$ cat src/rtl/ds_adc_decim.sv
// Purpose: multi-channel delta-sigma decimator; counts comparator ones over an osr window, emits bipolar samples per channel.
// Latency: out_valid rises 1 clk after the last bit of a window; drain streams channels 0..NCH-1, one beat per accepted cycle.
// Backpressure: out_ready stalls the drain; a window ending mid-drain is dropped and sets sticky overrun.
// Option: DS_ADC_DECIM_SAT_EN clamps out_data to the signed WIDTH range; otherwise the sample wraps.
module ds_adc_decim #(
  parameter int NCH   = 2,
  parameter int WIDTH = 8,
  parameter int OSR_W = 8,
  // derived from NCH; leave at default
  parameter int CH_W  = (NCH > 1) ? $clog2(NCH) : 1
) (
  input  logic                   clk,
  input  logic                   rstn,
  input  logic                   en,
  input  logic [OSR_W-1:0]       osr,
  input  logic [NCH-1:0]         comp_out,
  output logic                   out_valid,
  input  logic                   out_ready,
  output logic [WIDTH-1:0]       out_data,
  output logic [CH_W-1:0]        out_chan,
  output logic                   out_last,
  output logic                   overrun
);

  localparam int CW = OSR_W + 1;                   // count range 0..osr_eff, no wrap
  localparam int SW = OSR_W + 2;                   // signed conversion width
  localparam int EW = (SW > WIDTH) ? SW : WIDTH;   // common width for range handling

  typedef enum logic {W_IDLE, W_INTEG} win_state_t;
  typedef enum logic {O_IDLE, O_SEND}  out_state_t;

  win_state_t             win_state, win_state_nxt;
  out_state_t             out_state, out_state_nxt;
  logic [OSR_W-1:0]       osr_eff, osr_eff_nxt;
  logic [OSR_W-1:0]       phase, phase_nxt;
  logic [OSR_W-1:0]       osr_clamp;
  logic [CW-1:0]          cnt     [NCH];
  logic [CW-1:0]          cnt_nxt [NCH];
  logic [CW-1:0]          cnt_inc [NCH];
  logic signed [SW-1:0]   samp    [NCH];
  logic signed [EW-1:0]   sext    [NCH];
  logic [WIDTH-1:0]       conv    [NCH];
  logic [WIDTH-1:0]       hold    [NCH];
  logic [CH_W-1:0]        chan, chan_nxt;
  logic                   load_hold;
  logic                   win_end, accept, last_acc, busy, snap_take, snap_drop;

`ifdef DS_ADC_DECIM_SAT_EN
  localparam int SAT_MAX = (1 << (WIDTH - 1)) - 1;
  localparam logic signed [EW-1:0] SAT_HI = EW'(SAT_MAX);
  localparam logic signed [EW-1:0] SAT_LO = EW'(-SAT_MAX - 1);
`endif

  // window bookkeeping and handshake qualifiers
  always_comb begin
    osr_clamp = (osr < OSR_W'(2)) ? OSR_W'(2) : osr;
    for (int i = 0; i < NCH; i++) begin
      cnt_inc[i] = cnt[i] + CW'(comp_out[i]);
    end
    win_end   = (win_state == W_INTEG) && en && (phase == osr_eff - OSR_W'(1));
    accept    = out_valid && out_ready;
    last_acc  = accept && out_last;
    // a drain whose final beat is accepted this cycle frees the hold registers
    busy      = (out_state == O_SEND) && !last_acc;
    snap_take = win_end && !busy;
    snap_drop = win_end && busy;
  end

  // count-to-sample conversion, including the bit of the window's last cycle
  always_comb begin
    for (int i = 0; i < NCH; i++) begin
      samp[i] = $signed({1'b0, cnt_inc[i]}) - $signed({2'b00, osr_eff >> 1});
      sext[i] = EW'(samp[i]);
`ifdef DS_ADC_DECIM_SAT_EN
      if (sext[i] > SAT_HI) begin
        conv[i] = WIDTH'(SAT_HI);
      end else if (sext[i] < SAT_LO) begin
        conv[i] = WIDTH'(SAT_LO);
      end else begin
        conv[i] = WIDTH'(sext[i]);
      end
`else
      conv[i] = WIDTH'(sext[i]);
`endif
    end
  end

  // window FSM next state: start, integrate, back-to-back restart, abort
  always_comb begin
    win_state_nxt = win_state;
    osr_eff_nxt   = osr_eff;
    phase_nxt     = phase;
    cnt_nxt       = cnt;
    case (win_state)
      W_IDLE: begin
        if (en) begin
          win_state_nxt = W_INTEG;
          osr_eff_nxt   = osr_clamp;
          phase_nxt     = '0;
          for (int i = 0; i < NCH; i++) cnt_nxt[i] = '0;
        end
      end
      W_INTEG: begin
        if (!en) begin
          win_state_nxt = W_IDLE;
          phase_nxt     = '0;
          for (int i = 0; i < NCH; i++) cnt_nxt[i] = '0;
        end else if (win_end) begin
          osr_eff_nxt = osr_clamp;
          phase_nxt   = '0;
          for (int i = 0; i < NCH; i++) cnt_nxt[i] = '0;
        end else begin
          phase_nxt = phase + OSR_W'(1);
          cnt_nxt   = cnt_inc;
        end
      end
      default: win_state_nxt = W_IDLE;
    endcase
  end

  // window FSM state, ratio, phase and channel counters
  always_ff @(posedge clk or negedge rstn) begin
    if (!rstn) begin
      win_state <= W_IDLE;
      osr_eff   <= '0;
      phase     <= '0;
      for (int i = 0; i < NCH; i++) cnt[i] <= '0;
    end else begin
      win_state <= win_state_nxt;
      osr_eff   <= osr_eff_nxt;
      phase     <= phase_nxt;
      cnt       <= cnt_nxt;
    end
  end

  // output FSM next state: snapshot starts a drain, accepted beats advance it
  always_comb begin
    out_state_nxt = out_state;
    chan_nxt      = chan;
    load_hold     = 1'b0;
    case (out_state)
      O_IDLE: begin
        if (snap_take) begin
          out_state_nxt = O_SEND;
          chan_nxt      = '0;
          load_hold     = 1'b1;
        end
      end
      O_SEND: begin
        if (snap_take) begin
          // final beat accepted in the same cycle a window ends: restart at channel 0
          chan_nxt  = '0;
          load_hold = 1'b1;
        end else if (accept) begin
          if (out_last) begin
            out_state_nxt = O_IDLE;
            chan_nxt      = '0;
          end else begin
            chan_nxt = chan + CH_W'(1);
          end
        end
      end
      default: out_state_nxt = O_IDLE;
    endcase
  end

  // output FSM state and channel pointer
  always_ff @(posedge clk or negedge rstn) begin
    if (!rstn) begin
      out_state <= O_IDLE;
      chan      <= '0;
    end else begin
      out_state <= out_state_nxt;
      chan      <= chan_nxt;
    end
  end

  // hold registers keep the snapshot stable for the whole drain
  always_ff @(posedge clk or negedge rstn) begin
    if (!rstn) begin
      for (int i = 0; i < NCH; i++) hold[i] <= '0;
    end else if (load_hold) begin
      for (int i = 0; i < NCH; i++) hold[i] <= conv[i];
    end
  end

  // sticky flag for a window result discarded because a drain was pending
  always_ff @(posedge clk or negedge rstn) begin
    if (!rstn) begin
      overrun <= 1'b0;
    end else if (snap_drop) begin
      overrun <= 1'b1;
    end
  end

  // outputs decode registered state only, so out_valid never depends on out_ready
  always_comb begin
    out_valid = (out_state == O_SEND);
    out_chan  = chan;
    out_data  = hold[chan];
    out_last  = (out_state == O_SEND) && (chan == CH_W'(NCH - 1));
  end

endmodule

$ cat config.mk
export PLATFORM = sky130hd
export DESIGN_NAME = ds_adc_decim
export DESIGN_NICKNAME = d
export VERILOG_FILES = /design/src/rtl/ds_adc_decim.sv
export SDC_FILE = /design/constraint.sdc
export NUM_CORES = 1
export LEC_CHECK = 0
export ABC_AREA = 1
export CORE_MARGIN = 2
export CORE_UTILIZATION = 50
export CTS_CLUSTER_SIZE = 16
export DETAILED_ROUTE_END_ITERATION = 16
export PLACE_DENSITY = 0.71
export REMOVE_ABC_BUFFERS = 1
export SETUP_SLACK_MARGIN = 0.4
export SYNTH_ARGS = -nofsm -noshare
export SYNTH_HDL_FRONTEND = slang
export SYNTH_SLANG_ARGS = --single-unit
$ cat constraint.sdc
create_clock -name clk -period 2.3 [get_ports clk]
set_input_delay 0.345 -clock clk [delete_from_list [all_inputs] [get_ports clk]]
set_output_delay 0.345 -clock clk [all_outputs]
set_load 0.03 [all_outputs]
======== Word level (Yosys, flattened, before mapping) ========
Cells that the tools add are included.
operators by class
  add/sub/neg operators ................... 7
  $lt $le $gt $ge ......................... 2
  eq/ne operators ......................... 6
  muxes and demuxes ....................... 27
  bitwise logic cells ..................... 3
  reduce and logical (&&, ||, !) cells .... 12
operator list
  operator                                                                      number
  8-bit 2-to-1 mux                                                              10
  18-bit 2-to-1 mux                                                             3
  18-bit case mux with 2 select lines                                           1
  8-bit case mux with 2 select lines                                            2
  9-bit by 1-bit adder with 9-bit output                                        2
  8-bit by 7-bit subtractor with 8-bit output                                   2
  1-bit 2-to-1 mux                                                              9
  8-bit by 1-bit adder with 8-bit output, second input constant                 1
  8-bit == test                                                                 1
  1-bit logical AND                                                             8
  8-bit by 2-bit less-than comparator with 1-bit output, second input constant  1
  8-bit by 1-bit subtractor with 8-bit output, second input constant            1
  2-bit inequality test, second input constant                                  3
  1-bit case mux with 2 select lines                                            2
  3-bit by 1-bit inequality test with 1-bit output, second input constant       1
  3-bit AND reduction                                                           1
  2-bit greater-or-equal comparator, second input constant                      1
  1-bit logical NOT                                                             2
  2-bit by 1-bit inequality test with 1-bit output, second input constant       1
  1-bit inverter                                                                2
  1-bit inverter with 2-bit output                                              1
  2-bit AND reduction                                                           1
  1-bit adder, second input constant                                            1
storage, ports and cells
  register bits ........................... 54
  bits of input ports ..................... 14
  word-level logic and storage cells ...... 67

======== Longest topological paths before layout ========
  depth after elaboration ................. 8
  gate-level depth with buffers ........... 17
  mapped depth without buffers ............ 17

======== Worst setup path before layout ========
OpenSTA, ideal clock, no wires.
  kind .................................... register -> register
  from .................................... reg cnt[9] (netlist bit)
  to ...................................... reg hold[15] (netlist bit)
  library setup time ...................... 0.113 ns
  data arrival time ....................... 2.037 ns
  required time ........................... 2.187 ns
  slack ................................... 0.149 ns
  cell stages (with the launch flop) ...... 16
  path buffers ............................ 0
  period minus slack after synthesis ...... 2.151 ns
  cell sequence ........................... dfrtp_1 ha_1 ha_1 nand3_1 xor2_1 inv_1 ha_1 a21o_1 nand2_1 nand3_1 inv_1 nand2_1 nand2_1 nand4_1 nand2_1 inv_1
between the ends
  longest elaborated chain between the ends .. 2
RTL lines
  item                                         line  RTL
  start, declared                              37    logic [CW-1:0] cnt [NCH];
  start signal, assigned                       132   cnt <= cnt_nxt;
  9-bit by 1-bit adder with 9-bit output       58    cnt_inc[i] = cnt[i] + CW'(comp_out[i]);
  8-bit by 7-bit subtractor with 8-bit output  72    samp[i] = $signed({1'b0, cnt_inc[i]}) - $signed({2'b00, osr_eff >> 1});
  end, declared                                43    logic [WIDTH-1:0] hold [NCH];
Every way passes these cells.
A chain may end at the register's enable or synchronous reset.

======== Worst setup path after layout ========
Ends and elaborated chain as after synthesis.

==> results.cfg <==
[outcome]
status = finished, final reports clean

[cells_and_area]
fin_nets = 584
fillers = 478
diodes = 0
drive_gt1_share_pct = 34.6
final-seq-area_um2 = 1310
multi_input_area_um2 = 2460
fin_cells = 645
areaGrowthSynthToFinish_pct = 41.5

[floorplanning]
start_util_pct = 51.8
die_h_um = 88.1
fp.coreArea_um2 = 6830
die_area_um2 = 7760
die_x_um = 88.1
pin_count = 26
rows = 30

[place]
io_buffers = 25
place_congestion = 0.837
hpwl_um = 5910
placed_cells = 616

[synth]
syn_area_um2 = 3540
synth_edf_count = 0
synth_top_area_cell = dfrtp_1
ys_ff_latch = 52
avgSynthCellArea_um2 = 7.48
synth_area_leaders = dfrtp_1, nand2_1, inv_1
seq_area_frac_synth_pct = 36.8
synthFlopType = dfrtp_1
synth_cell_type_count = 33
yosys-top-cells-count = nand2_1, inv_1, nand3_1, dfrtp_1, o21ai_0
syn_inst = 473
synth_warnings = 0
synth.most_common_cell = nand2_1
synth-async-reset-ratio_pct = 100
synth_top_area_share_pct = 36.8

[critical_path]
setup.worst_path.start = cnt[9]
critPathMaxStageDelay_ns = 0.42
timing.rr.start = cnt[9]
critPathMostFrequentCell = nand2_1
ff2ff_path_depth = 15
critPathSlowestCell = dfrtp_1
cp.arrival_ns = 2.46
cp-end-kind = register
startpoint_type = register
crit_type = reg -> reg
worstReg2RegEnd = hold[15]
r2r_slack_ns = 0.06
cp_max_fo = 4
cp.required_ns = 2.51
path_cells = ha_4 -> ha_4 -> nand3_4 -> xor2_1 -> inv_1 -> ha_4 -> a21o_1 -> nand2_1 -> nand3_2 -> inv_2 -> nand2_1 -> nand2_1 -> nand4_1 -> nand2_1 -> inv_1

[clocking]
cts_tree = built
clock_latency_ns = 0.30
path_clk_slew_ns = 0.10
h-tree-depth = 2
clockBufferDepth = 2
cts_buffers = 5
root_buffer = clkbuf_8
clock_sinks = 52

[drt]
dr.pass1.iters = 6
route.detailed.drc = 0
num_vias = 3417
vias_per_cell = 5.30
wl_per_cell_um = 15.0
routed_wirelength_um = 9690
ant_nets = 0
drtIter0Drc = 258

[sta]
tightest_slew_ns = 0.619
hold_viol = 0
rsz0062_at_grt = true
min_period_over_period_pct = 97.6
maxSlewViolCount = 0
min_period_ns = 2.24
holdWs_ns = 0.0372
setup_violations = 0
finalClockSkew_ns = 0.00826
max_freq_mhz = 445
slew_headroom_pct = 58.7

[global_routing]
grt_max_degree = 28
antenna_found_initial = 0
grt_usage_pct = 24.8
grt_overflow = 0
grt_pass1_vias = 3206
grt_pass1_wl_um = 15000

[power]
p_leak_uw = 0.00247
ir_drop_v = 0.000345
power_uw = 2870
power.density_nw_per_um2 = 573

[flow_run]
max_cap_violations = 0

[hold_path]
hold_class = in -> async
[timing repair]
action | in CTS | in global routing
endpoints found under the setup margin | 56 | 57
hold buffers | 0 | 0
cloned | 3 | 0
pin swaps | 42 | 49
gates resized for setup | 81 | 91
buffers inserted | 11 | 7
[cell type report]
| cell class | instances | share of cell area [%] |
|---|---|---|
| flip-flops and latches | 52 | 26.1 |
| repair buffers | 80 | 14.3 |
| inverters | 79 | 5.92 |
| well taps | 96 | 2.40 |
| clock inverters | 2 | 0.700 |
| clock buffers | 6 | 1.45 |
| multi-input cells | 330 | 49.1 |
[critical path: cells and delay by family, from the launching register on]
family	cells	cell delay (ns)
buffers and inverters	3	0.19
xor gates and xnor gates	1	0.16
adders and majority gates	3	0.62
AOI/OAI and AO/OA	1	0.20
and+or+nand+nor	7	0.56
DFF	1	0.42
[power breakdown]
group | leakage [µW] | total, µW | internal [µW] | switching, µW
clock | 0.0000552 | 626 | 324 | 302
sequential | 0.000669 | 1100 | 998 | 98.9
combinational | 0.00175 | 1140 | 478 | 665
total | 0.00247 | 2870 | 1800 | 1070
[through the flow]
step	setup TNS (ns)	worst slack, ns	instance area [µm²]	utilization (%)
after floorplan	0	0.131	3450	-
after global placement	-3.35	-0.431	4100	60.0
after detailed placement	-3.94	-0.532	4100	60.0
after CTS	0	0.0170	4630	67.8
after global routing	-0.132	-0.0720	5000	73.3
final	0	0.0551	5000	73.3
[how the worst max path moves through the flow]
stage                     slack [ns]  endpoint  cells past startpoint
after global placement         -0.43  hold[15]                     17
after global routing           -0.07  hold[15]                     16
after CTS                       0.02  hold[15]                     16
after detailed placement       -0.53  hold[15]                     17
after floorplan                 0.13   hold[7]                     17
final                           0.06  hold[15]                     15
[per-layer routing]
layer	track usage [%]	routed length, µm
met5	0	0
met4	10.1	291
met3	3.77	441
met2	41.0	4670
met1	32.6	4280
[logic make-up (layout without fill, tap and decap cells)]
group / count (synthesis) / in the layout / synth area share, %
AND/OR/NAND/NOR: 226 / 228 / 28.7
buffers and inverters: 93 / 167 / 10.9
AO/OA/AOI/OAI: 57 / 57 / 9.73
flip-flops: 52 / 52 / 36.8
XOR/XNOR: 23 / 23 / 5.70
adder cells (fa/ha/maj): 22 / 22 / 8.21
[state kept, by name (all words and copies together) (netlist names)]
signal     cells
cnt           16
hold          16
osr_eff        8
phase          8
out_chan       1
out_valid      1
overrun        1
win_state      1
[cells in the final DEF (no fill, tap or decap), types with 4 or more instances in the layout]
cell type,netlist,final
xor2_1,15,11
ha_1,20,7
clkbuf_2,0,5
inv_1,78,68
nor2_1,16,11
buf_4,1,39
o21ai_0,23,7
nand3_2,3,18
nand4_1,11,11
buf_6,4,13
nand3_4,1,6
clkdlybuf4s50_1,0,12
nor2_2,3,7
o21ai_1,2,16
o21ai_2,8,10
ha_4,0,13
a21oi_2,0,4
nand2_2,2,22
clkbuf_8,0,5
a21o_1,4,4
dfrtp_1,52,49
nand3_1,57,39
o22ai_2,0,7
inv_2,1,11
dlygate4sd2_1,0,6
nand2_1,124,100
xnor2_1,8,5
No activity file was read; power rests on OpenSTA's default activity.
